===== config.mk =====
export PLATFORM = sky130hd
export DESIGN_NAME = wishbone_arbiter
export DESIGN_NICKNAME = d
export VERILOG_FILES = /design/src/rtl/wishbone_arbiter.sv
export SDC_FILE = /design/constraint.sdc
export NUM_CORES = 1
export LEC_CHECK = 0
export ABC_AREA = 0
export CORE_AREA = 2 2 125 127
export CTS_CLUSTER_SIZE = 16
export DETAILED_ROUTE_END_ITERATION = 10
export DIE_AREA = 0 0 127 129
export PLACE_DENSITY = 0.65
export SYNTH_ARGS = -nofsm -noshare
export SYNTH_HDL_FRONTEND = slang
export SYNTH_SLANG_ARGS = --single-unit

===== constraint.sdc =====
create_clock -name clk -period 3.6 [get_ports clk]
set_input_delay 0.54 -clock clk [delete_from_list [all_inputs] [get_ports clk]]
set_output_delay 0.54 -clock clk [all_outputs]
set_load 0.1 [all_outputs]

===== src/rtl/wishbone_arbiter.sv =====
// wishbone_arbiter
// Shares one Wishbone slave port between the instruction-fetch master (m0)
// and the memory-stage master (m1). One master owns the slave for a whole
// transfer. Only that owner gets the slave's ack/err. Every transfer end
// returns to IDLE for one dead cycle, so the next grant is a fresh arbitration.
// A hung slave is cut off after TIMEOUT_CYCLES granted cycles, and the owner
// then sees err.
//
// Ports
//   clk, rst                 rising-edge clock, async active-high reset
//   m0_* / m1_*              master side: cyc, stb, we, adr, sel, dat_mosi in;
//                            dat_miso, ack, err out
//   s_*                      slave side: cyc, stb, we, adr, sel, dat_mosi out;
//                            dat_miso, ack, err in
//   grant_out                one-hot {m1,m0} owner, 2'b00 when idle
//   timeout_out              single-cycle pulse when a timeout abort fires
module wishbone_arbiter #(
    parameter int ROUND_ROBIN    = 1,
    parameter int TIMEOUT_CYCLES = 255
) (
    input  logic        clk,
    input  logic        rst,
    input  logic        m0_cyc,
    input  logic        m0_stb,
    input  logic        m0_we,
    input  logic [31:0] m0_adr,
    input  logic [3:0]  m0_sel,
    input  logic [31:0] m0_dat_mosi,
    output logic [31:0] m0_dat_miso,
    output logic        m0_ack,
    output logic        m0_err,
    input  logic        m1_cyc,
    input  logic        m1_stb,
    input  logic        m1_we,
    input  logic [31:0] m1_adr,
    input  logic [3:0]  m1_sel,
    input  logic [31:0] m1_dat_mosi,
    output logic [31:0] m1_dat_miso,
    output logic        m1_ack,
    output logic        m1_err,
    output logic        s_cyc,
    output logic        s_stb,
    output logic        s_we,
    output logic [31:0] s_adr,
    output logic [3:0]  s_sel,
    output logic [31:0] s_dat_mosi,
    input  logic [31:0] s_dat_miso,
    input  logic        s_ack,
    input  logic        s_err,
    output logic [1:0]  grant_out,
    output logic        timeout_out
);

    localparam int CNT_W = (TIMEOUT_CYCLES > 255) ? $clog2(TIMEOUT_CYCLES + 1) : 8;
    localparam bit TIMEOUT_EN = (TIMEOUT_CYCLES > 0);
    localparam bit RR_EN = (ROUND_ROBIN != 0);
    localparam logic [CNT_W-1:0] TIMEOUT_LAST =
        TIMEOUT_EN ? CNT_W'(TIMEOUT_CYCLES - 1) : '0;

    typedef enum logic [1:0] {
        IDLE   = 2'd0,
        OWN_M0 = 2'd1,
        OWN_M1 = 2'd2
    } state_t;

    state_t           state, next_state;
    logic             last_served, next_last_served;
    logic [CNT_W-1:0] wait_cnt, next_wait_cnt;

    logic        req0, req1;
    logic        owner_is_m1;
    logic        own_cyc, own_stb, own_we;
    logic [31:0] own_adr, own_dat;
    logic [3:0]  own_sel;
    logic        resp_ack, resp_err;
    logic        tie_to_m1;

    assign req0        = m0_cyc & m0_stb;
    assign req1        = m1_cyc & m1_stb;
    assign owner_is_m1 = (state == OWN_M1);

    // Owner's request bundle. It only reaches the slave while a grant is held.
    assign own_cyc = owner_is_m1 ? m1_cyc      : m0_cyc;
    assign own_stb = owner_is_m1 ? m1_stb      : m0_stb;
    assign own_we  = owner_is_m1 ? m1_we       : m0_we;
    assign own_adr = owner_is_m1 ? m1_adr      : m0_adr;
    assign own_sel = owner_is_m1 ? m1_sel      : m0_sel;
    assign own_dat = owner_is_m1 ? m1_dat_mosi : m0_dat_mosi;

    // Read data goes to both masters. It only means something alongside ack.
    assign m0_dat_miso = s_dat_miso;
    assign m1_dat_miso = s_dat_miso;

    // Responses are steered by the registered state only. In IDLE no master
    // owns the slave, so a late ack after an abort or timeout is dropped.
    assign m0_ack = resp_ack & (state == OWN_M0);
    assign m0_err = resp_err & (state == OWN_M0);
    assign m1_ack = resp_ack & (state == OWN_M1);
    assign m1_err = resp_err & (state == OWN_M1);

    // The grant comes straight from the state register, so no master input
    // has a combinational path to it.
    assign grant_out = {state == OWN_M1, state == OWN_M0};

    // State, last-served and timeout counter registers.
    always_ff @(posedge clk or posedge rst) begin
        if (rst) begin
            state       <= IDLE;
            last_served <= 1'b0;
            wait_cnt    <= '0;
        end else begin
            state       <= next_state;
            last_served <= next_last_served;
            wait_cnt    <= next_wait_cnt;
        end
    end

    // Arbitration, slave port routing and transfer termination. A dropped
    // cyc is treated as an abort and leaves the fairness history alone. Ack,
    // err or timeout count as real service and update it. If ack and err
    // arrive together, only err is reported.
    always_comb begin
        next_state       = state;
        next_last_served = last_served;
        next_wait_cnt    = wait_cnt;
        s_cyc            = 1'b0;
        s_stb            = 1'b0;
        s_we             = 1'b0;
        s_adr            = '0;
        s_sel            = '0;
        s_dat_mosi       = '0;
        resp_ack         = 1'b0;
        resp_err         = 1'b0;
        timeout_out      = 1'b0;
        tie_to_m1        = RR_EN ? ~last_served : 1'b1;

        case (state)
            IDLE: begin
                next_wait_cnt = '0;
                if (req0 && req1) begin
                    next_state = tie_to_m1 ? OWN_M1 : OWN_M0;
                end else if (req1) begin
                    next_state = OWN_M1;
                end else if (req0) begin
                    next_state = OWN_M0;
                end
            end
            OWN_M0, OWN_M1: begin
                s_cyc      = own_cyc;
                s_stb      = own_stb;
                s_we       = own_we;
                s_adr      = own_adr;
                s_sel      = own_sel;
                s_dat_mosi = own_dat;
                if (!own_cyc) begin
                    next_state    = IDLE;
                    next_wait_cnt = '0;
                end else if (s_ack || s_err) begin
                    resp_err         = s_err;
                    resp_ack         = s_ack & ~s_err;
                    next_state       = IDLE;
                    next_last_served = owner_is_m1;
                    next_wait_cnt    = '0;
                end else if (TIMEOUT_EN && (wait_cnt == TIMEOUT_LAST)) begin
                    resp_err         = 1'b1;
                    timeout_out      = 1'b1;
                    next_state       = IDLE;
                    next_last_served = owner_is_m1;
                    next_wait_cnt    = '0;
                end else begin
                    next_wait_cnt = wait_cnt + 1'b1;
                end
            end
            default: begin
                next_state = IDLE;
            end
        endcase
    end

endmodule


After elaboration in Yosys (flattened, before gate mapping)
Cells that the tools add are included.
- muxes and demuxes: 36
- reduce and logical (&&, ||, !) cells: 8
- bitwise logic cells: 8
- equal/unequal tests: 5
- add/subtract/negate cells: 1
- operators by type and width (operator ; number):
    32-bit 2-to-1 mux ; 4
    8-bit 2-to-1 mux ; 3
    1-bit 2-to-1 mux ; 18
    8-bit case mux with 2 select lines ; 1
    2-bit 2-to-1 mux ; 7
    8-bit by 1-bit adder with 8-bit output, second input constant ; 1
    8-bit equality test, second input constant ; 1
    4-bit 2-to-1 mux ; 2
    4-bit != test, second input constant ; 2
    1-bit AND ; 7
    2-bit case mux with 2 select lines ; 1
    2-bit nonzero test ; 2
    3-bit AND reduction ; 1
    2-bit by 1-bit equality test with 1-bit output, second input constant ; 1
    2-bit equality test, second input constant ; 1
    2-bit zero test ; 1
    2-bit AND reduction ; 1
    2-bit OR reduction ; 1
    1-bit logical AND ; 1
    1-bit logical OR ; 1
    1-bit NOT ; 1
- output and inout port bits: 142
- bits in registers: 11
- input port bits: 178
- logic and storage cells: 61

Depth between registers and ports, before layout
Gate-level depths: netlist of the first run.
- word-level depth: 6
- depth in mapped cells: 7
- mapped depth without buffers: 6

Worst setup path before layout of the first run
Ideal clock, no wire load.
- path type: reg-to-output
- from: register state[0]
- to: output m0_err
- arrival: 2584 ps
- data required time: 3060 ps
- cell stages (with the launch flop): 6
- buffers on the path: 1
- slack: 476 ps
- cell sequence: dfrtp_1 inv_1 ha_1 clkbuf_1 and2_1 o211a_1
- cells in the longest elaborated chain, start to end: 5
- elaborated cells between the ends (all ways): 7
- those cells by class: eq/ne: 2; mux: 3; bitwise: 1; reduce/logical: 1
- ends and longest elaborated chain (element ; line ; source):
    start, declared ; 66 ; state_t state, next_state;
    start signal, assigned ; 112 ; state <= next_state;
    2-bit equality test ; 80, 137 ;
    1-bit 2-to-1 mux ; 83 ; assign own_cyc = owner_is_m1 ? m1_cyc : m0_cyc;
    1-bit 2-to-1 mux ; 155 ; if (!own_cyc) begin
    1-bit 2-to-1 mux ; 137 ; case (state)
    1-bit AND * ; 97 ; assign m0_err = resp_err & (state == OWN_M0);
    end, declared ; 31 ; output logic m0_err,
Mark *: on every way between the ends. The rest lies on a longest branch, timed or not.

Final worst setup path of the first run
- from: register state[1]
- to: output s_adr[6]
- cells in the longest elaborated chain, start to end: 3
- elaborated cells between the ends (all ways): 5
- those cells by class: eq/ne: 2; mux: 2; reduce/logical: 1
- ends and longest elaborated chain (element ; line ; source):
    2-bit equality test / 2-bit by 1-bit equality test with 1-bit output (equally long branches) ; 80, 137 ;
    32-bit 2-to-1 mux / 2-bit OR reduction (equally long branches) ; 86, 137 ;
    32-bit 2-to-1 mux * ; 137 ;
    end, declared ; 44 ; output logic [31:0] s_adr,
Marked as above.

==> results of run 1 <==
[critical path, stage by stage, from the launching register on]
cell	delay [ns]
dfrtp_1	0.42
inv_1	0.09
ha_2	0.59
buf_4	0.41
nor2b_1	0.25
buf_4	0.33
[synthesized netlist by cell type]
library cell  count
a21oi_2           1
a31oi_1           2
a32o_1            2
and2_1            2
and3_1            3
buf_2             8
buf_4            66
clkbuf_1          9
dfrtp_1          11
ha_1              6
inv_1             7
mux2_2            2
mux2i_1          70
nand2_1          10
nand2_4           1
nand3_1           5
nand4_1           2
nand4b_1          1
nor2_1            8
nor2b_1          70
nor3_1            2
nor4_1            1
o211a_1           2
o211ai_1          1
o21ai_0           6
o21ba_2           1
o21bai_1          1
o311ai_1          1
o31ai_1           1
or2_2             1
xnor2_1           2
xor2_1            1
[power by group]
group	switching (W)	internal, W	leakage (nW)
Combinational	0.00337	0.00105	1.58
Clock	0.0000558	0.000149	0.0382
Sequential	0.0000153	0.000138	0.151
[cells by family (layout without fill, tap and decap cells)]
logic type | after synthesis | after routing | share of synthesized area (%)
simple gates | 106 | 106 | 25.2
buf+inv | 90 | 237 | 24.4
mux | 72 | 72 | 29.6
compound gates | 18 | 18 | 5.43
flops | 11 | 11 | 11.3
fa+ha+maj | 6 | 6 | 3.07
xor+xnor | 3 | 3 | 1.07
[registers in the layout (all words and copies together), names as in the netlist]
signal,cells
last_served,1
state,2
wait_cnt,8
[worst paths after layout]
check | to | cells after the start | slack, ns
max reg2reg | state[0] | 5 | 1.55
min in group asynchronous | wait_cnt[1] | 2 | 0.64
max | s_adr[6] | 5 | 0.72
max in group asynchronous | wait_cnt[2] | 2 | 2.65
min reg2reg | last_served | 1 | 0.54
min | last_served | 1 | 0.54
[per-layer routing]
metal  up-vias  GRT usage (%)  share of wire, %
li1       1248              -                 -
met2       137           18.0                54
met3         7           2.58               8.0
met5         -              0                 0
met1      1138           11.6                38
met4         0          0.970              0.54
[area by class of cell]
cell class / count / share of cell area, %
Timing Repair Buffer: 226 / 48.9
Multi-Input combinational cell: 205 / 36.8
Sequential cell: 11 / 6.38
Tap cell: 188 / 5.45
Clock buffer: 4 / 1.83
Inverter: 7 / 0.609
[stage by stage]
stage | util, % | std cells
global placement | 28.3 | 637
floorplan | - | 306
CTS | 28.8 | 641
global route | 28.8 | 641
finish | 28.8 | 641
detailed placement | 28.3 | 637
==> flow_summary_export.csv, run 1 <==
group,metric,value,unit
synthesis,synth-seq-cells,11,
layout,multi_input_area,0.00159,mm²
worst_setup_path,critical_path_peak_fanout,46,
grt,grt_overflow,0,
timing,worst_slack,0.724,ns
floorplan,std_cell_rows,45,
grt,grt_first_pass_wirelength,12900,µm
worst_setup_path,path_class,"register to output port",
placement,dp_worst_setup_slack,0.926,ns
detailed_routing,drc,0,
timing,period_needed,2.88,ns
detailed_routing,vias,2530,
layout,layout_commonest_cell,"clkdlybuf4s50_1",
synthesis,yosys_warnings,0,
timing,maxSlewViolCount,0,
synthesis,synth_area,0.00244,mm²
synthesis,avgSynthCellArea,7.99,µm²
clock_tree,cts_buffer_depth,2,
power,vdd_drop_max,0.697,mV
worst_setup_path,worstPathRequired,3.06,ns
synthesis,synth_top_area_share,28.7,%
grt,antenna_found_initial,0,
timing,hold_viol,0,
detailed_routing,antenna_left,0,
grt,grt_use_total,9.69,%
layout,nFillCells,1624,
floorplan,dieArea,0.0164,mm²
worst_setup_path,crit_start,"state[1]",
worst_setup_path,worstPathArrival,2.34,ns
placement,place_congestion,0.707,
power,power,0.00478,W
detailed_routing,routedWlPerCell,14.2,µm
floorplan,io_pins,320,
clock_tree,cts_inserted_buffers,3,
clock_tree,clock_latency,0.24,ns
layout,mostFrequentLayoutCells,"clkdlybuf4s50_1, buf_4, mux2i_1, nor2b_1, dfrtp_1",
synthesis,ys_types,32,
detailed_routing,wl,9120,µm
detailed_routing,drt-pass1-iter-count,4,
timing,tightest_slew,0.530,ns
timing,rsz0062_at_grt,"no",
placement,placement.io_buffers,223,
timing,setup_viol,0,
worst_hold_path,worst_hold_path_type,"register to register",
worst_setup_path,r2r-start,"state[1]",
clock_tree,clock-root-buffer,"clkbuf_16",
layout,regArea,275,µm²
floorplan,die_x,127,µm
synthesis,netlist_instances,306,
floorplan,initial_core_util,16.3,%
layout,diodes,0,
status,status,"finished clean",
timing,hold_ws,0.541,ns
clock_tree,cts_setup_buffers,0,
synthesis,mappedNetlistNets,490,
synthesis,synth-seq-area-share,11.3,%
power,power_density,1110,mW/mm²
floorplan,die_h,129,µm
floorplan,core_area,0.0150,mm²
power,leakage,1.77,nW
clock_tree,hold_buffers,0,
layout,drive_gt1_share,20.3,%
detailed_routing,via_per_inst,3.95,
placement,post-dp-hpwl,7950,µm
layout,area_delta_synth_final,76.5,%
clock_tree,cts.clk_slew.worst_paths,0.04,ns
detailed_routing,drtIter0Drc,97,
synthesis,yosys.area.top_type,"mux2i_1",
grt,grt_max_degree,49,
synthesis,synthTopCellsByArea,"mux2i_1, buf_4, nor2b_1, dfrtp_1, ha_1",
worst_hold_path,min_from,"last_served",
timing,relSlewSlack,63.7,%
timing,finClkSkew,0.000285,ns
timing,max_freq,0.348,GHz
clock_tree,htree_levels,1,
worst_setup_path,endpoint_kind,"output port",
grt,grt_pass1_vias,2472,
job,maxCapViolCount,0,
layout,nets,638,
clock_tree,clock-sinks,11,
placement,placed_area,0.00424,mm²
clock_tree,cts_resized,0,
timing,tns,0,ns
worst_setup_path,worst_setup_path_start_kind,"register",
timing,finalCritPeriodShare,79.9,%
clock_tree,cts_tree,"done",
layout,finalInstanceArea,0.00431,mm²
Power figures use the tool's default switching activity.
==> run 2: changes to the inputs <==
CORE_AREA = 2 2 123 125   (was 2 2 125 127)
DIE_AREA = 0 0 125 127   (was 0 0 127 129)
PLACE_DENSITY = 0.69   (was 0.65)
clock period = 2.6 ns   (was 3.6 ns; I/O delays follow)
==> run 2 against run 1 <==
Effect of this change:
- clock skew increased by 0.00097 ns
- utilization is 8.9 points higher
- non-clock buffer count is 2 higher
- setup slack worse by 0.59 ns
- global-route usage grew 2.2 points
- cell count decreased by 0.31%
- sequential power is 39% higher
- register-to-register slack got worse by 0.94 ns
- critical path type unchanged
- critical endpoint is now s_dat_mosi[2]
- largest cell class unchanged
- highest routed layer unchanged
==> flow_summary_export.csv, run 2 (synthesized netlist as in run 1, its figures left out) <==
group,metric,value,unit
worst_setup_path,slowest_delay,0.45,ns
clock_tree,cts_inserted_buffers,3,
placement,placed_area,0.00536,mm²
power,clkPwrFrac,3.4,%
detailed_routing,drtIter0Drc,86,
timing,tightest_slew,0.414,ns
detailed_routing,via_per_inst,4.08,
detailed_routing,drc,0,
worst_setup_path,crit_buf_inv,3,
placement,dp_worst_setup_slack,0.355,ns
timing,setup_viol,0,
detailed_routing,routedWlPerCell,15.4,µm
clock_tree,cts_setup_buffers,0,
timing,maxSlewViolCount,0,
worst_setup_path,worst_setup_path_start_kind,"register",
job,maxCapViolCount,0,
worst_setup_path,worstPathRequired,2.21,ns
power,combPwrFrac,94.1,%
clock_tree,cts_resized,0,
placement,placement.io_buffers,223,
grt,antenna_found_initial,0,
floorplan,die_h,127,µm
timing,period_needed,2.46,ns
layout,mostFrequentLayoutCells,"clkdlybuf4s50_1, buf_12, mux2i_1, nor2b_2, dfrtp_1",
status,status,"finished clean",
layout,finalInstanceArea,0.00544,mm²
worst_setup_path,path_delay_family,"buffers and inverters",
worst_setup_path,r2r-start,"state[0]",
floorplan,initial_core_util,17.0,%
layout,layout_commonest_cell,"clkdlybuf4s50_1",
clock_tree,cts.clk_slew.worst_paths,0.04,ns
power,power_density,1550,mW/mm²
layout,area_delta_synth_final,122,%
power,vdd_drop_max,0.640,mV
grt,grt_first_pass_wirelength,15100,µm
layout,top_register,"wait_cnt",
timing,relSlewSlack,71.6,%
clock_tree,clock-sinks,11,
power,intPower,0.00329,W
detailed_routing,wl,9850,µm
worst_setup_path,reg2reg_to,"last_served",
worst_setup_path,critPathSlowestCell,"mux2i_1",
timing,tns,0,ns
clock_tree,cts_tree,"done",
clock_tree,hold_buffers,0,
worst_setup_path,rrSetupSlack,0.61,ns
layout,largest_registers,"wait_cnt (8), state (2), last_served (1)",
floorplan,die_x,125,µm
worst_setup_path,critical_path_peak_fanout,48,
timing,finClkSkew,0.00126,ns
worst_setup_path,path_class,"register to output port",
power,p_seq_share,2.5,%
grt,grt_pass1_vias,2758,
clock_tree,cts_buffer_depth,2,
grt,grt_max_degree,50,
layout,diodes,0,
floorplan,core_area,0.0144,mm²
power,netSwitchingPower,0.00513,W
worst_setup_path,rr_worst_depth,6,
timing,hold_viol,0,
placement,place_congestion,0.766,
grt,grt_overflow,0,
clock_tree,clock_latency,0.24,ns
grt,grt_use_total,11.8,%
worst_hold_path,worst_hold_path_type,"primary input to async pin",
floorplan,dieArea,0.0159,mm²
timing,rsz0062_at_grt,"no",
floorplan,std_cell_rows,44,
layout,nets,640,
timing,worst_slack,0.137,ns
placement,post-dp-hpwl,8850,µm
timing,max_freq,0.406,GHz
detailed_routing,vias,2609,
clock_tree,htree_levels,1,
worst_setup_path,worstPathArrival,2.07,ns
worst_setup_path,endpoint_kind,"output port",
floorplan,io_pins,320,
timing,finalCritPeriodShare,94.7,%
layout,drive_gt1_share,36.5,%
clock_tree,clock-root-buffer,"clkbuf_16",
power,leakage,2.07,nW
worst_setup_path,path_cells,"inv_1, ha_4, buf_12, mux2i_1, nor2b_2, buf_12",
layout,largest_reg_flops,8,
worst_setup_path,cp_common_cell,"buf_12",
detailed_routing,antenna_left,0,
detailed_routing,drt-pass1-iter-count,4,
power,swShare,60.9,%
run 2: changes by cell type in the layout (fill, tap and decap cells not counted), moves of 70 or more:
cell     change
buf_4       -73
nor2b_2     +70
buf_12      +75
nor2b_1     -70
run 2: per-stage QoR:
step / total power, W / utilization, % / cells / hold slack [ns]
finish: 0.00842 / 37.7 / 639 / 0.461
global route: 0.00867 / 37.7 / 639 / 0.494
CTS: 0.00850 / 37.7 / 639 / 0.466
detailed placement: 0.00820 / 37.2 / 635 / 0.538
global placement: 0.00815 / 37.2 / 635 / 0.520
floorplan: 0.00577 / - / 306 / 0.242
run 2: layout make-up:
type / count / area, µm²
inverter: 7 / 26.3
tap: 184 / 230
multi-input combinational: 205 / 1770
timing repair buffer: 228 / 3060
sequential: 11 / 275
fill: 1393 / 8980
clock buffer: 4 / 78.8
run 2: power groups by stage:
stage,Combinational (W),Sequential [W],Clock [W]
after global placement,0.00794,0.000213,0
after floorplan,0.00557,0.000208,0
final,0.00792,0.000213,0.000286
after detailed placement,0.00799,0.000215,0
after global routing,0.00816,0.000217,0.000301
after CTS,0.00799,0.000213,0.000291
run 2: worst max path at each step:
stage	start	to	slack [ns]	cells after the start
2_1_floorplan	state[0]	m0_err	-0.04	5
3_3_place_gp	state[0]	s_dat_mosi[2]	0.39	6
3_5_place_dp	state[0]	s_dat_mosi[2]	0.35	6
4_1_cts	state[0]	s_dat_mosi[2]	0.1	6
5_1_grt	state[0]	s_dat_mosi[2]	0.04	6
6_report	state[0]	s_dat_mosi[2]	0.14	6
run 2: routing by layer:
metal	vias up	routed length, µm	track usage [%]
li1	1256	-	-
met4	0	72	1.50
met1	1162	3540	13.1
met2	178	5410	23.1
met5	-	0	0
met3	13	824	3.14
run 2: worst register-to-register path: cells and delay by family, from the launching register on:
kind / cells / cell delay, ns
AO/OA/AOI/OAI: 1 / 0.14
adder cells (fa/ha/maj): 1 / 0.20
buffers and inverters: 1 / 0.13
flip-flops: 1 / 0.40
multiplexers: 2 / 0.75
AND/OR/NAND/NOR: 1 / 0.25
